--- src/rtl/uart_rx_frame_parser.sv ---
// uart_rx_frame_parser
// Sits behind the UART receiver and turns its byte stream into frames of the form
// SYNC, LEN, LEN payload bytes, CHK, where CHK is the XOR of LEN and every payload byte.
// Payload bytes are streamed out as soon as they arrive. The frame outcome is reported
// afterwards as a done pulse or as an error pulse with a code.
module uart_rx_frame_parser #(
    parameter logic [7:0]  SYNC_BYTE = 8'hA5,
    parameter int unsigned MAX_LEN   = 16,
    parameter logic [15:0] TIMEOUT   = 16'd2600
) (
    input  logic       Clk,
    input  logic       Rst_n,
    input  logic [7:0] RxData,
    input  logic       RxDone,
    input  logic       Clear,
    output logic [7:0] PayloadData,
    output logic       PayloadValid,
    output logic [7:0] FrameLen,
    output logic       FrameDone,
    output logic       FrameErr,
    output logic [1:0] ErrCode,
    output logic       Busy
);

    typedef enum logic [1:0] {
        IDLE    = 2'd0,
        GETLEN  = 2'd1,
        PAYLOAD = 2'd2,
        CHECK   = 2'd3
    } stateType;

    localparam logic [7:0]  MaxLenByte  = 8'(MAX_LEN);
    localparam logic [15:0] TimeoutLast = TIMEOUT - 16'd1;

    localparam logic [1:0] ErrBadLen   = 2'b01;
    localparam logic [1:0] ErrChecksum = 2'b10;
    localparam logic [1:0] ErrTimeout  = 2'b11;

    stateType    state, stateNext;
    logic [7:0]  runXor, runXorNext;
    logic [7:0]  remainCount, remainCountNext;
    logic [15:0] timeoutCount, timeoutCountNext;

    logic [7:0]  payloadDataNext;
    logic        payloadValidNext;
    logic [7:0]  frameLenNext;
    logic        frameDoneNext;
    logic        frameErrNext;
    logic [1:0]  errCodeNext;

    // Busy is a direct decode of the state register, so it is registered as well
    assign Busy = (state != IDLE);

    // Register the state, the checksum/count/timeout datapath and every output
    always_ff @(posedge Clk or negedge Rst_n) begin
        if (!Rst_n) begin
            state        <= IDLE;
            runXor       <= 8'h00;
            remainCount  <= 8'h00;
            timeoutCount <= 16'h0000;
            PayloadData  <= 8'h00;
            PayloadValid <= 1'b0;
            FrameLen     <= 8'h00;
            FrameDone    <= 1'b0;
            FrameErr     <= 1'b0;
            ErrCode      <= 2'b00;
        end else begin
            state        <= stateNext;
            runXor       <= runXorNext;
            remainCount  <= remainCountNext;
            timeoutCount <= timeoutCountNext;
            PayloadData  <= payloadDataNext;
            PayloadValid <= payloadValidNext;
            FrameLen     <= frameLenNext;
            FrameDone    <= frameDoneNext;
            FrameErr     <= frameErrNext;
            ErrCode      <= errCodeNext;
        end
    end

    // Next state and next outputs; Clear beats a received byte, which beats the timeout
    always_comb begin
        stateNext        = state;
        runXorNext       = runXor;
        remainCountNext  = remainCount;
        timeoutCountNext = timeoutCount;
        payloadDataNext  = PayloadData;
        payloadValidNext = 1'b0;
        frameLenNext     = FrameLen;
        frameDoneNext    = 1'b0;
        frameErrNext     = 1'b0;
        errCodeNext      = ErrCode;

        if (Clear) begin
            stateNext        = IDLE;
            runXorNext       = 8'h00;
            remainCountNext  = 8'h00;
            timeoutCountNext = 16'h0000;
        end else if (RxDone) begin
            timeoutCountNext = 16'h0000;
            case (state)
                IDLE: begin
                    if (RxData == SYNC_BYTE) begin
                        stateNext = GETLEN;
                    end
                end
                GETLEN: begin
                    if ((RxData == 8'h00) || (RxData > MaxLenByte)) begin
                        frameErrNext = 1'b1;
                        errCodeNext  = ErrBadLen;
                        stateNext    = IDLE;
                    end else begin
                        frameLenNext    = RxData;
                        runXorNext      = RxData;
                        remainCountNext = RxData;
                        stateNext       = PAYLOAD;
                    end
                end
                PAYLOAD: begin
                    payloadDataNext  = RxData;
                    payloadValidNext = 1'b1;
                    runXorNext       = runXor ^ RxData;
                    remainCountNext  = remainCount - 8'd1;
                    if (remainCount == 8'd1) begin
                        stateNext = CHECK;
                    end
                end
                CHECK: begin
                    if (RxData == runXor) begin
                        frameDoneNext = 1'b1;
                    end else begin
                        frameErrNext = 1'b1;
                        errCodeNext  = ErrChecksum;
                    end
                    stateNext = IDLE;
                end
                default: begin
                    stateNext = IDLE;
                end
            endcase
        end else if (state != IDLE) begin
            if (timeoutCount == TimeoutLast) begin
                frameErrNext     = 1'b1;
                errCodeNext      = ErrTimeout;
                stateNext        = IDLE;
                timeoutCountNext = 16'h0000;
            end else begin
                timeoutCountNext = timeoutCount + 16'd1;
            end
        end
    end

endmodule

--- config.mk ---
export PLATFORM = sky130hd
export DESIGN_NAME = uart_rx_frame_parser
export DESIGN_NICKNAME = d
export VERILOG_FILES = /design/src/rtl/uart_rx_frame_parser.sv
export SDC_FILE = /design/constraint.sdc
export NUM_CORES = 1
export LEC_CHECK = 0
export ABC_AREA = 0
export CORE_AREA = 2 2 102 104
export CTS_CLUSTER_DIAMETER = 30
export CTS_CLUSTER_SIZE = 8
export DETAILED_ROUTE_END_ITERATION = 6
export DIE_AREA = 0 0 104 106
export PLACE_DENSITY_LB_ADDON = 0.08
export SLEW_MARGIN = 10
export SYNTH_ARGS = -nofsm -noshare
export SYNTH_HDL_FRONTEND = slang
export SYNTH_SLANG_ARGS = --single-unit
export TNS_END_PERCENT = 10
--- constraint.sdc ---
create_clock -name Clk -period 4.8 [get_ports Clk]
set_input_delay 0.96 -clock Clk [delete_from_list [all_inputs] [get_ports Clk]]
set_output_delay 0.96 -clock Clk [all_outputs]
set_load 0.01 [all_outputs]
==> reports/qor.yml <==
slew_headroom: 0.472
dr.pass1.iters: 4
cts_sinks: 55
synth_area_um2: 2930
hold_class: "flip-flop to flip-flop"
crit_fanout: 9
cp_top_family: "simple AND/OR/NAND/NOR gates"
max-vdd-ir-drop_uv: 105
slowest_delay_ps: 630
synth-seq-area-share: 0.470
track_usage: 0.143
die-area_um2: 11000
syn_nets: 308
routed_wl_mm: 7.52
final_cells: 454
setup_viol: 0
numCtsBuffers: 5
clk_root_buffer_cell: "clkbuf_8"
crit_chain: "clkdlybuf4s50_1 > nor4_4 > xnor2_2 > nand3_1 > or3_1 > mux2_4"
vias: 2271
grt_overflow: 0
rsz0062_at_grt: "false"
critPathLaunchType: "input pin"
ctsHoldBuffers: 0
cpMaxStageDelayCell: "clkdlybuf4s50_1"
fin_crit_sh: 0.629
tns_ps: 0
post-route-drc-count: 0
netlist_instances: 293
die_x_um: 104
fmax_mhz: 331
max_slew.worst_pin.slew_ps: 791
grt_pass1_wl_mm: 12.5
grt_max_degree: 56
wl_per_cell_um: 16.6
areaGrowthSynthToFinish_pct: 17.8
hold_violations: 0
cts_tree: "built"
synth_seq_cells: 55
async_flop_share: 1.00
nNetsFinal: 333
placed_cell_area_um2: 3360
required_ps: 4990
cts_setup_buffers: 0
cts-htree-levels: 2
drv_cap: 0
cp.buffers_inverters: 1
crit_type: "input pin to flip-flop"
path_clk_slew_ps: 90
initial_core_util: 0.293
antennaDiodeCount: 0
ys.flop_type: "dfrtp_1"
synth.distinct_cells: 48
finalMaxSlewViolations: 0
antenna_found_initial: 0
io_pins: 34
gp_congestion: 0.817
syn-mean-instance-area_um2: 9.98
status: "finished, final reports clean"
power.total_w: 0.000784
fin_worst_skew_ps: 6.08
dp_slack_ps: 1470
final_cell_mix: "dfrtp_1, clkdlybuf4s50_1, nor2_1"
ant_nets: 0
arrival_ps: 3210
fin_area_um2: 3450
place_hpwl_mm: 5.24
cts-resized-gates: 0
synth_edf_count: 0
yosys_warnings: 0
placementRows: 37
numPortBuffers: 33
clk_path_buf_depth: 2
fin_crit_ps: 3020
via_per_inst: 5.00
layout_commonest_cell: "dfrtp_1"
p_leak_nw: 1.42
dieHeight_um: 106
drive_above_1_share: 0.101
setup_ws_ps: 1780
clk_latency_ps: 300
place_inst: 447
core-area_um2: 10000
first_global_vias: 2274
end_kind: "flip-flop"
p_per_area_nw_per_um2: 228
drt-initial-drc-count: 102
cells by family (layout without fill, tap and decap cells):
kind of cell / after synthesis / count (layout) / share of synthesized area
AO/OA/AOI/OAI: 48 / 48 / 0.108
adder cells (fa/ha/maj): 3 / 3 / 0.0128
AND/OR/NAND/NOR: 126 / 126 / 0.242
multiplexers: 14 / 14 / 0.0599
flip-flops: 55 / 55 / 0.470
XOR/XNOR: 23 / 23 / 0.0714
buffers and inverters: 24 / 49 / 0.0355
path summary, 6_finish.rpt:
| check | start | endpoint | cells past startpoint | slack (ps) |
|---|---|---|---|---|
| max | RxData[3] | FrameLen[0]$_DFFE_PN0P_ | 6 | 1780 |
| min | FrameLen[6]$_DFFE_PN0P_ | FrameLen[6]$_DFFE_PN0P_ | 1 | 500 |
| max reg2reg | state[1]$_DFFE_PN0P_ | runXor[7]$_DFFE_PN0P_ | 5 | 2190 |
| min reg2reg | FrameLen[6]$_DFFE_PN0P_ | FrameLen[6]$_DFFE_PN0P_ | 1 | 500 |
| max in group asynchronous | Rst_n | timeoutCount[6]$_DFFE_PN0N_ | 2 | 3530 |
| min in group asynchronous | Rst_n | remainCount[4]$_DFFE_PN0P_ | 2 | 790 |
flip-flops by register name (all words and copies together), names as in the netlist:
| signal | flops |
|---|---|
| FrameDone | 1 |
| FrameErr | 1 |
| timeoutCount | 16 |
| ErrCode | 2 |
| runXor | 8 |
| PayloadValid | 1 |
| PayloadData | 8 |
| state | 2 |
| remainCount | 8 |
| FrameLen | 8 |
per-stage QoR:
stage | util | hold slack (ps)
2_1_floorplan | - | 476
3_3_place_gp | 0.336 | 482
3_5_place_dp | 0.336 | 488
4_1_cts | 0.345 | 511
5_1_grt | 0.345 | 526
6_report | 0.345 | 503
cell usage after synthesis (5+ instances only):
cell type | n | area, um2
nand3_1 | 14 | 70.1
xor2_1 | 20 | 175
a21oi_1 | 15 | 75.1
nand2b_1 | 5 | 31.3
nand2_1 | 22 | 82.6
nand4_1 | 9 | 56.3
mux2_2 | 8 | 90.1
clkbuf_1 | 8 | 30.0
buf_2 | 8 | 40.0
nor3_1 | 7 | 35.0
dfrtp_1 | 55 | 1380
o21ai_0 | 7 | 35.0
nor2_1 | 25 | 93.8
o2bb2ai_1 | 7 | 61.3
mux2_4 | 5 | 75.1
nor4_1 | 14 | 87.6
inv_1 | 7 | 26.3
final cells by class:
type	instances	area, um2
clock buffers	6	82.6
inverters	7	26.3
flip-flops and latches	55	1380
fillers	1064	6550
repair buffers	35	340
clock inverters	1	5.00
well taps	136	170
multi-input cells	214	1450
metal layers:
layer / vias up / track usage / part of all wire
li1: 1100 / - / -
met1: 1133 / 0.191 / 0.46
met2: 34 / 0.245 / 0.50
met3: 4 / 0.0227 / 0.030
met4: 0 / 0.0290 / 0.0057
met5: - / 0 / 0
where the power goes:
group / switching, W / internal [W]
clock: 0.000150 / 0.000114
combinational: 0.0000380 / 0.0000181
sequential: 0.000000511 / 0.000464
total: 0.000189 / 0.000596
Power figures use the tool's default switching activity.
